[config.mk]
export PLATFORM = sky130hd
export DESIGN_NAME = hazard_unit
export DESIGN_NICKNAME = d
export VERILOG_FILES = /design/src/rtl/hazard_unit_pkg.sv /design/src/rtl/hazard_unit_fwd_sel.sv /design/src/rtl/hazard_unit.sv
export SDC_FILE = /design/constraint.sdc
export NUM_CORES = 1
export LEC_CHECK = 0
export ABC_CLOCK_PERIOD_IN_PS = 3800
export CAP_MARGIN = 10
export CORE_MARGIN = 10
export CORE_UTILIZATION = 53
export DETAILED_ROUTE_END_ITERATION = 8
export PLACE_DENSITY = 0.87
export SYNTH_ARGS = -nofsm -noshare
export SYNTH_HDL_FRONTEND = slang
export SYNTH_SLANG_ARGS = --single-unit
[constraint.sdc]
create_clock -name clk -period 3.8 [get_ports clk]
set_clock_uncertainty 0.2 [all_clocks]
set_input_delay 0.38 -clock clk [delete_from_list [all_inputs] [get_ports clk]]
set_output_delay 0.38 -clock clk [all_outputs]
set_load 0.03 [all_outputs]
[src/rtl/hazard_unit_pkg.sv]
// rtl/hazard_unit_pkg.sv - shared pipeline encodings for the hazard unit
// Contents: result-source codes, forward-select codes, x0 register address.
package hazard_unit_pkg;

    // Result source held in the Decode/Execute register
    localparam logic [1:0] RS_ALU  = 2'b00;
    localparam logic [1:0] RS_LOAD = 2'b01;
    localparam logic [1:0] RS_PC4  = 2'b10;

    // ALU operand forwarding-mux selects
    localparam logic [1:0] FWD_RF  = 2'b00;
    localparam logic [1:0] FWD_WB  = 2'b01;
    localparam logic [1:0] FWD_MEM = 2'b10;

    // Hardwired-zero register; never a real dependency
    localparam logic [4:0] REG_X0 = 5'd0;

endpackage

[src/rtl/hazard_unit_fwd_sel.sv]
// rtl/hazard_unit_fwd_sel.sv - forwarding select for one ALU operand
// Ports:
//   srcAd            source register address held in Decode/Execute
//   rdm, regWrtm     Memory-stage shadow destination and write enable
//   rdw, regWrtw     Writeback-stage shadow destination and write enable
//   fwd              operand select (FWD_RF / FWD_WB / FWD_MEM)
module fwd_sel
    import hazard_unit_pkg::*;
(
    input  logic [4:0] srcAd,
    input  logic [4:0] rdm,
    input  logic       regWrtm,
    input  logic [4:0] rdw,
    input  logic       regWrtw,
    output logic [1:0] fwd
);

    // Memory is checked first: it holds the younger, more recent value.
    always_comb begin
        fwd = FWD_RF;
        if (regWrtm && (rdm != REG_X0) && (rdm == srcAd)) begin
            fwd = FWD_MEM;
        end else if (regWrtw && (rdw != REG_X0) && (rdw == srcAd)) begin
            fwd = FWD_WB;
        end
    end

endmodule

[src/rtl/hazard_unit.sv]
// rtl/hazard_unit.sv - stall, flush and forwarding control for the 5-stage pipeline
// Ports:
//   clk, rst                 pipeline clock, synchronous active-high reset
//   ad1d, ad2d               source addresses of the Decode instruction
//   ad1e, ad2e, rde          source/destination addresses in Decode/Execute
//   regWrte, resltSrce       Execute write enable and result source
//   pcSrce                   taken branch/jump resolved in Execute
//   stallf, stalld           hold PC and Fetch/Decode register
//   flushd, flushe           clear Fetch/Decode and Decode/Execute registers
//   fwdae, fwdbe             ALU operand A/B forwarding selects
//   stallcnt, flushcnt       load-use stall and control flush cycle counters
module hazard_unit
    import hazard_unit_pkg::*;
#(
    parameter int CNT_W = 32
) (
    input  logic             clk,
    input  logic             rst,
    input  logic [4:0]       ad1d,
    input  logic [4:0]       ad2d,
    input  logic [4:0]       ad1e,
    input  logic [4:0]       ad2e,
    input  logic [4:0]       rde,
    input  logic             regWrte,
    input  logic [1:0]       resltSrce,
    input  logic             pcSrce,
    output logic             stallf,
    output logic             stalld,
    output logic             flushd,
    output logic             flushe,
    output logic [1:0]       fwdae,
    output logic [1:0]       fwdbe,
    output logic [CNT_W-1:0] stallcnt,
    output logic [CNT_W-1:0] flushcnt
);

    // Shadow copies of the in-flight destinations. They advance every edge,
    // ignoring stalls: the Execute instruction always moves on to Memory.
    logic [4:0] rdm;
    logic [4:0] rdw;
    logic       regWrtm;
    logic       regWrtw;

    logic [1:0] fwdaRaw;
    logic [1:0] fwdbRaw;
    logic       lwstall;

    always_ff @(posedge clk) begin
        if (rst) begin
            rdm     <= REG_X0;
            rdw     <= REG_X0;
            regWrtm <= 1'b0;
            regWrtw <= 1'b0;
        end else begin
            rdm     <= rde;
            regWrtm <= regWrte;
            rdw     <= rdm;
            regWrtw <= regWrtm;
        end
    end

    fwd_sel u_fwd_a (
        .srcAd   (ad1e),
        .rdm     (rdm),
        .regWrtm (regWrtm),
        .rdw     (rdw),
        .regWrtw (regWrtw),
        .fwd     (fwdaRaw)
    );

    fwd_sel u_fwd_b (
        .srcAd   (ad2e),
        .rdm     (rdm),
        .regWrtm (regWrtm),
        .rdw     (rdw),
        .regWrtw (regWrtw),
        .fwd     (fwdbRaw)
    );

    // A load in Execute whose result the Decode instruction needs cannot be
    // forwarded in time; hold Decode one cycle and insert a bubble.
    assign lwstall = (resltSrce == RS_LOAD) && (rde != REG_X0)
                     && ((rde == ad1d) || (rde == ad2d));

    // A taken branch discards the Decode instruction, so a pending load-use
    // stall on it is pointless: the flush wins and the stall is dropped.
    always_comb begin
        stallf = lwstall && !pcSrce;
        stalld = lwstall && !pcSrce;
        flushd = pcSrce;
        flushe = lwstall || pcSrce;
        fwdae  = fwdaRaw;
        fwdbe  = fwdbRaw;
        if (rst) begin
            stallf = 1'b0;
            stalld = 1'b0;
            flushd = 1'b1;
            flushe = 1'b1;
            fwdae  = FWD_RF;
            fwdbe  = FWD_RF;
        end
    end

    // Event counters wrap freely.
    always_ff @(posedge clk) begin
        if (rst) begin
            stallcnt <= '0;
            flushcnt <= '0;
        end else begin
            if (stallf) begin
                stallcnt <= stallcnt + CNT_W'(1);
            end
            if (pcSrce) begin
                flushcnt <= flushcnt + CNT_W'(1);
            end
        end
    end

endmodule

# Yosys cells after proc, flatten, opt, wreduce, memory -nomap -nowiden
# Cells that the tools add are included.
# classes
add_sub_neg,2
n_eq_ne,7
muxes,9
reduce_logical,15
# ops
cell,count
"32-bit by 1-bit adder with 32-bit output, second input constant",2
5-bit equality test,6
5-bit nonzero test,3
1-bit logical AND,9
2-bit 2-to-1 mux,4
1-bit 2-to-1 mux,5
"2-bit by 1-bit equality test with 1-bit output, second input constant",1
1-bit logical OR,2
1-bit logical NOT,1
# totals
ff_bits,76
inputBits,31
output_inout_bits,72
elab_cells,39

# Depth between registers and ports, before layout
# Gate-level depths: netlist of run 1.
# depth
depth_word,6
depth_mapped,7
depth_no_buf,6

# Cells and area by module
# From an unflattened synthesis of run 1, not the netlist that was laid out.
# unflattened
cells_unflattened,466
hier_area_um2,3902.5
# by_module_without_submodules
module,instances,cells_each,area_per_inst_um2,seq_area_each_um2
hazard_unit,1,426,3599.7,1521.5
fwd_sel,2,20,151.4,0.0

# Worst setup path after synthesis of run 1
# OpenSTA, ideal clock, no wires.
# synth_timing
path_type,register to output
startpoint,reg rdm[0]
endpoint,out fwdae[0]
t_arrival_ps,2236
required_time_ps,3220
path_slack_ps,984
stages_incl_launch_ff,5
path_buffers,0
cell_sequence,dfxtp_1 > or4_1 > o21ai_0 > nor3_1 > nor4_1
# synth_via
elab_chain_cells,5
elab_cells_between_ends,6
classes_between,eq/ne: 1; mux: 2; reduce/logical: 3
# synth_lines
item,line,text
from (decl),hazard_unit.sv:39,logic [4:0] rdm;
from (signal assigned),hazard_unit.sv:55,rdm <= rde;
5-bit nonzero test,hazard_unit_fwd_sel.sv:21,if (regWrtm && (rdm != REG_X0) && (rdm == srcAd)) begin
1-bit logical AND,hazard_unit_fwd_sel.sv:21,
1-bit logical AND *,hazard_unit_fwd_sel.sv:21,
2-bit 2-to-1 mux *,hazard_unit_fwd_sel.sv:21,
2-bit 2-to-1 mux *,hazard_unit.sv:94,if (rst) begin
to (decl),hazard_unit.sv:31,"output logic [1:0] fwdae,"
# Every way passes the cells marked *; elsewhere a longest branch is shown, timed or not.

# Final worst setup path of run 1
# Ends and elaborated chain as after synthesis.

==> flow_metrics.py, run 1 <==
metrics = {
    "synthesis": {
        "synth-seq-cells": 76,
        "synth_area_leaders": "dfxtp_1 (39%), xor2_1 (7.6%), xnor2_1 (5.6%), or4_1 (5.0%), a21oi_1 (4.1%)",
        "ys.flop_type": "dfxtp_1",
        "synth_top_area_share_pct": 38.64,
        "syn_area_per_cell_um2": 8.848,
        "synthesis.nets": 478,
        "ys.warnings.count": 0,
        "synth_edf_count": 0,
        "synth_cells": 445,
        "synthArstFlopShare_pct": 0,
        "yosys.area.top_type": "dfxtp_1",
        "netlist-cell-type-count": 50,
        "synth_area_mm2": 0.003938,
        "synth_seq_area_share_pct": 38.64,
    },
    "placement": {
        "place.gp.congestion": 0.8247,
        "port_buffers": 102,
        "place_hpwl_mm": 8.031,
    },
    "final_layout": {
        "layout-drive-gt1-share_pct": 8.029,
        "syn2layout_area_growth_pct": 32.48,
        "nFillCells": 570,
        "final_nets": 576,
        "final_core_util_pct": 71.92,
        "diodes": 0,
    },
    "sta": {
        "fin_setup_tns_ns": 0,
        "drv_slew": 0,
        "fin_crit_sh_pct": 88.03,
        "rsz0062_at_grt": "false",
        "maxSlewHeadroom_pct": 64.27,
        "final-setup-viol-count": 0,
        "layout_min_cycle_time_ns": 3.345,
        "fmax_mhz": 298.9,
        "tightest_slew_ns": 0.5360,
        "finalHoldViolations": 0,
    },
    "critical_path": {
        "path_cells": "or4_1 > o21ai_0 > nor3_1 > nor4_1 > clkdlybuf4s50_1",
        "critPathRequiredTime_ns": 3.22,
        "arrival_ns": 2.77,
        "cp-end-kind": "primary output",
        "cp_max_fo": 4,
        "cpPeakStageDelay_ns": 0.73,
        "worst-setup-path-type": "register to primary output",
        "critPathTopFamily": "simple AND/OR/NAND/NOR gates",
        "crit_path_start_kind": "register",
        "slowest_stage": "clkdlybuf4s50_1",
        "worst-path-buf-inv": 1,
    },
    "min_path": {
        "hold_path_class": "register to register",
    },
    "die": {
        "chipHeight_um": 106.2,
        "rows": 31,
        "die_w_um": 106.2,
        "io_pins": 103,
        "core_area_mm2": 0.007253,
        "die_area_mm2": 0.01128,
        "initial_utilization_pct": 54.29,
    },
    "power": {
        "p_sw_mw": 0.4002,
        "clockPowerShare_pct": 40.1,
        "swShare_pct": 25.10,
        "power.density_mw_per_mm2": 305.7,
        "vdd_drop_max_uv": 223.9,
        "p_leak_nw": 1.668,
        "p_seq_share_pct": 51.1,
        "pwr-share-comb_pct": 8.9,
        "p_int_mw": 1.194,
    },
    "global_routing": {
        "grt_first_pass_wirelength_mm": 18.12,
        "antenna_found_initial": 0,
        "track_usage_pct": 18.95,
        "grt_overflow": 0,
        "grt_max_degree": 63,
        "grt_pass1_vias": 3683,
    },
    "clock_tree": {
        "cts_sinks": 76,
        "cts_root_buf": "clkbuf_8",
        "cts_setup_buffers": 0,
        "clock_path_buffers": 2,
        "clock_latency_ns": 0.34,
        "cts_tree": "built",
        "cts_buffers": 9,
        "cts_hold_buf": 0,
        "htree_levels": 3,
        "cts_resized": 0,
        "clk_pin_slew_ns": 0.08,
    },
    "routing": {
        "drc_errors": 0,
        "drt-total-wl_mm": 10.99,
        "vias_per_cell": 5.791,
        "first_pass_iters": 4,
        "vias": 3747,
        "ant_nets": 0,
        "wire_per_inst_um": 16.99,
        "drtIter0Drc": 214,
    },
    "status": {
        "status": "complete, no violations",
    },
    "run": {
        "drv_cap": 0,
    },
}
## registers in the layout (all words and copies together), names as in the netlist
| signal | cells |
|---|---|
| flushcnt | 32 |
| stallcnt | 32 |
| regWrtm | 1 |
| regWrtw | 1 |
| rdw | 5 |
| rdm | 5 |
## metrics by stage
| stage | power [mW] | cells | area (µm²) | hold WS, ns | setup slack (ns) |
|---|---|---|---|---|---|
| after floorplan | 0.9107 | 445 | 3938 | 0.2312 | 0.9843 |
| after detailed placement | 0.9735 | 631 | 5007 | 0.2812 | 0.5668 |
| after global placement | 0.9690 | 631 | 5007 | 0.2768 | 0.7372 |
| final | 1.595 | 647 | 5216 | 0.2955 | 0.4548 |
| after global routing | 1.651 | 647 | 5216 | 0.3218 | 0.3497 |
| after CTS | 1.603 | 647 | 5216 | 0.2981 | 0.4373 |
## worst paths after layout
path                            startpoint                   endpoint  slack (ns)  cells after the start
setup / recovery         rdm[0]$_SDFF_PP0_                   fwdae[0]        0.45                      5
hold / removal          regWrtm$_SDFF_PP0_         regWrtw$_SDFF_PP0_        0.30                      1
setup reg to reg  stallcnt[0]$_SDFFE_PP0P_  stallcnt[22]$_SDFFE_PP0P_        1.29                      6
hold reg to reg         regWrtm$_SDFF_PP0_         regWrtw$_SDFF_PP0_        0.30                      1
## area by class of cell
| class | count | area, µm² | share of cell area (%) |
|---|---|---|---|
| inverters | 10 | 37.54 | 0.7196 |
| clock inverters | 6 | 71.32 | 1.367 |
| well taps | 99 | 123.9 | 2.375 |
| clock buffers | 10 | 137.6 | 2.639 |
| multi-input cells | 336 | 2248 | 43.10 |
| flip-flops and latches | 76 | 1521 | 29.17 |
| repair buffers | 110 | 1076 | 20.63 |
## Yosys cell counts (7+ instances only)
| master | n |
|---|---|
| nor3_1 | 12 |
| o31ai_1 | 21 |
| clkbuf_1 | 8 |
| buf_2 | 8 |
| xor2_1 | 34 |
| nor2b_1 | 15 |
| inv_1 | 10 |
| nor2_1 | 39 |
| or4_1 | 26 |
| nand4_1 | 19 |
| nand2_1 | 22 |
| xnor2_1 | 25 |
| and4_1 | 7 |
| a21oi_1 | 32 |
| or3_1 | 7 |
| nand3_1 | 15 |
| o21ai_0 | 7 |
| dfxtp_1 | 76 |
## power groups by stage
stage | clock [mW] | sequential, mW | combinational [mW]
final | 0.639 | 0.815 | 0.141
after global routing | 0.682 | 0.816 | 0.154
after CTS | 0.647 | 0.814 | 0.141
after detailed placement | 0 | 0.833 | 0.140
after global placement | 0 | 0.833 | 0.136
after floorplan | 0 | 0.835 | 0.0757
## cell families (layout without fill, tap and decap cells)
family / Yosys count / in the layout / share of synthesized area [%]
compound gates: 72 / 72 / 11.76
fa+ha+maj: 2 / 2 / 0.6354
simple gates: 201 / 201 / 31.05
xor+xnor: 59 / 59 / 13.12
mux: 2 / 2 / 0.5402
flops: 76 / 76 / 38.64
buf+inv: 33 / 136 / 4.258
## routing by layer
layer / vias to the layer above / global-route usage, % / part of all wire [%] / wire [µm]
li1: 1827 / - / - / -
met1: 1800 / 22.58 / 43 / 4762
met2: 110 / 32.69 / 49 / 5379
met3: 10 / 5.737 / 6.8 / 750
met4: 0 / 4.352 / 0.91 / 100
met5: - / 0 / 0 / 0
## worst reg2reg max path: cells and delay by family (launching register included)
| family | cells | cell delay, ns |
|---|---|---|
| adder cells (fa/ha/maj) | 1 | 0.23 |
| AO/OA/AOI/OAI | 1 | 0.15 |
| flip-flops | 1 | 0.42 |
| AND/OR/NAND/NOR | 4 | 1.44 |
## cells in the final DEF, fill, tap and decap left out, drive strengths merged, types with 2 or more instances in the layout
cell type / count
o21ai: 9
buf: 9
nand2b: 3
nor2: 39
nor2b: 15
and4: 8
nand2: 23
and2: 4
nand3: 17
o41ai: 6
nor3: 13
clkinv: 2
inv: 11
a21oi: 32
o31ai: 21
xnor2: 25
clkdlybuf4s50: 101
or3: 7
nand4: 20
or4: 29
ha: 2
xor2: 34
dfxtp: 76
clkbuf: 10
or4b: 6
and3: 6
clkinvlp: 2
nor4: 8
(Power assumes the default switching activity.)
==> inputs of run 2 (changes only) <==
- CTS_CLUSTER_DIAMETER: default -> 150
- GPL_ROUTABILITY_DRIVEN: default -> 0
==> results of run 2 <==
The final DEF is identical to that of run 1; final timing and power are the same.
==> inputs of run 3 (changes only) <==
- ABC_CLOCK_PERIOD_IN_PS: 3800 -> 3200
- CORE_ASPECT_RATIO: default -> 0.6
- CORE_UTILIZATION: 53 -> 49
- PLACE_DENSITY: 0.87 -> 0.81
- clock period: 3.8 -> 3.2 ns (I/O delays scaled with it)
==> run 3 against run 2 <==
  * Die area increased by 7.6%
  * Hold slack got worse by 0.055 ns
  * Worst setup slack got worse by 0.35 ns
  * Non-clock buffer count unchanged
  * Combinational power increased by 21%
  * Routed wire length increased by 0.65%
  * Power increased by 32%
  * Sequential power increased by 19%
  * Via count increased by 0.11%
  * Flip-flop and latch count unchanged
  * Count of clock-buffer cells in the layout unchanged
  * Global-route usage decreased by 0.56 points
==> flow_metrics.py, run 3 (synthesized netlist as in run 1, its figures left out) <==
metrics = {
    "sta": {
        "final-setup-viol-count": 0,
        "drv_slew": 0,
        "maxSlewHeadroom_pct": 57.28,
        "layout_min_cycle_time_ns": 3.091,
        "fmax_mhz": 323.6,
        "fin_setup_tns_ns": 0,
        "rsz0062_at_grt": "false",
        "tightest_slew_ns": 0.6408,
        "fin_crit_sh_pct": 96.58,
        "finalHoldViolations": 0,
    },
    "critical_path": {
        "cp-end-kind": "primary output",
        "crit_path_start_kind": "register",
        "cp_max_fo": 4,
        "setup.worst_path.start": "rdm[0]$_SDFF_PP0_",
        "critPathRequiredTime_ns": 2.68,
        "worst-setup-path-type": "register to primary output",
        "arrival_ns": 2.57,
        "r2r_start": "stallcnt[7]$_SDFFE_PP0P_",
    },
    "final_layout": {
        "layout-drive-gt1-share_pct": 7.861,
        "syn2layout_area_growth_pct": 34.86,
        "final_cell_mix": "clkdlybuf4s50_1 (99), dfxtp_1 (76), nor2_1 (39)",
        "mostFrequentLayoutCell": "clkdlybuf4s50_1",
        "largestRegisters": "flushcnt: 32 flops, stallcnt: 32 flops",
        "final_nets": 576,
        "diodes": 0,
        "fin_area_mm2": 0.005310,
        "multi_input_area_mm2": 0.002248,
        "nFillCells": 622,
        "final-seq-area_mm2": 0.001521,
        "final_core_util_pct": 67.63,
    },
    "power": {
        "clockPowerShare_pct": 46.0,
        "power.density_mw_per_mm2": 396.7,
        "swShare_pct": 22.58,
        "pwr-share-comb_pct": 8.0,
        "p_leak_nw": 1.724,
        "p_sw_mw": 0.4756,
        "p_int_mw": 1.631,
        "vdd_drop_max_uv": 294.4,
        "p_seq_share_pct": 46.0,
    },
    "global_routing": {
        "grt_overflow": 0,
        "grt_max_degree": 64,
        "gr-usage-met2_pct": 29.04,
        "grt_pass1_vias": 3637,
        "use_met3_pct": 4.209,
        "grt-busiest-layer": "met2",
        "grt_first_pass_wirelength_mm": 18.47,
        "antenna_found_initial": 0,
        "globalRouteMet1Util_pct": 24.94,
        "track_usage_pct": 18.39,
    },
    "routing": {
        "vias_per_cell": 5.727,
        "ant_nets": 0,
        "wire_per_inst_um": 16.89,
        "drtIter0Drc": 282,
        "vias": 3751,
        "drc_errors": 0,
        "drt-total-wl_mm": 11.07,
        "first_pass_iters": 4,
    },
    "clock_tree": {
        "cts_setup_buffers": 0,
        "cts_hold_buf": 0,
        "clk_pin_slew_ns": 0.06,
        "clock_latency_ns": 0.32,
        "cts_sinks": 76,
        "clock_path_buffers": 2,
        "htree_levels": 3,
        "cts_buffers": 9,
        "cts_root_buf": "clkbuf_16",
        "cts_tree": "built",
    },
    "die": {
        "initial_utilization_pct": 50.15,
        "rows": 25,
        "io_pins": 103,
        "core_area_mm2": 0.007851,
        "die_area_mm2": 0.01214,
        "die_w_um": 135.7,
        "chipHeight_um": 89.44,
    },
    "placement": {
        "place_hpwl_mm": 8.194,
        "port_buffers": 102,
        "placed_cell_area_mm2": 0.005029,
    },
    "min_path": {
        "hold_path_class": "input port to register",
        "min_from": "rst",
    },
    "status": {
        "status": "complete, no violations",
    },
    "run": {
        "drv_cap": 0,
    },
}
-- run 3: cell count changes in the layout (fill, tap and decap cells not counted), sizes merged --
cell and delta:
buf +1, clkdlybuf4s50 -2, clkinv +2, clkinvlp -2, dlygate4sd2 +1, inv -1
-- run 3: power by group through the flow --
| stage | combinational [mW] | clock [mW] | sequential, mW |
|---|---|---|---|
| 2_1_floorplan | 0.0899 | 0 | 0.992 |
| 3_3_place_gp | 0.166 | 0 | 0.988 |
| 3_5_place_dp | 0.168 | 0 | 0.989 |
| 4_1_cts | 0.170 | 0.987 | 0.968 |
| 5_1_grt | 0.185 | 1.03 | 0.970 |
| 6_report | 0.170 | 0.968 | 0.969 |
-- run 3: per-stage QoR --
| stage | cells | hold WS (ns) | total power [mW] | setup slack [ns] |
|---|---|---|---|---|
| finish | 655 | 0.2410 | 2.107 | 0.1093 |
| global route | 655 | 0.2517 | 2.181 | 0.02640 |
| detailed placement | 640 | 0.2631 | 1.158 | 0.1528 |
| floorplan | 445 | 0.2312 | 1.081 | 0.4443 |
| global placement | 640 | 0.2618 | 1.154 | 0.2340 |
| CTS | 655 | 0.2291 | 2.125 | 0.007478 |
-- run 3: final cells by class --
cell class                 instances  area share [%]
inverter                          10          0.7069
sequential                        76           28.65
clock buffer                      10           4.312
multi-input combinational        336           42.34
clock inverter                     5           1.013
timing repair buffer             110           20.43
tap                              108           2.545
-- run 3: routing by layer --
layer / vias to the layer above / part of all wire, %
met3: 6 / 5.8
met1: 1807 / 49
li1: 1832 / -
met5: - / 0
met2: 106 / 45
met4: 0 / 0.66
-- run 3: timing repair --
action	4_1_cts	5_1_grt
setup endpoints to repair	1	1
gates resized for setup	1	1
pin swaps	0	0
-- run 3: critical path, cell delays in order (launching register included) --
cell             delay (ns)
dfxtp_1                0.34
or4_1                  0.53
o21ai_1                0.26
nor3_1                 0.10
nor4_1                 0.29
clkdlybuf4s50_1        0.72
-- run 3: final timing paths --
check                                    to  slack [ns]  depth (start not counted)
hold reg to reg          regWrtw$_SDFF_PP0_        0.27                          1
hold / removal           regWrtm$_SDFF_PP0_        0.24                          3
setup / recovery                   fwdae[0]        0.11                          5
setup reg to reg  stallcnt[27]$_SDFFE_PP0P_        0.64                          5
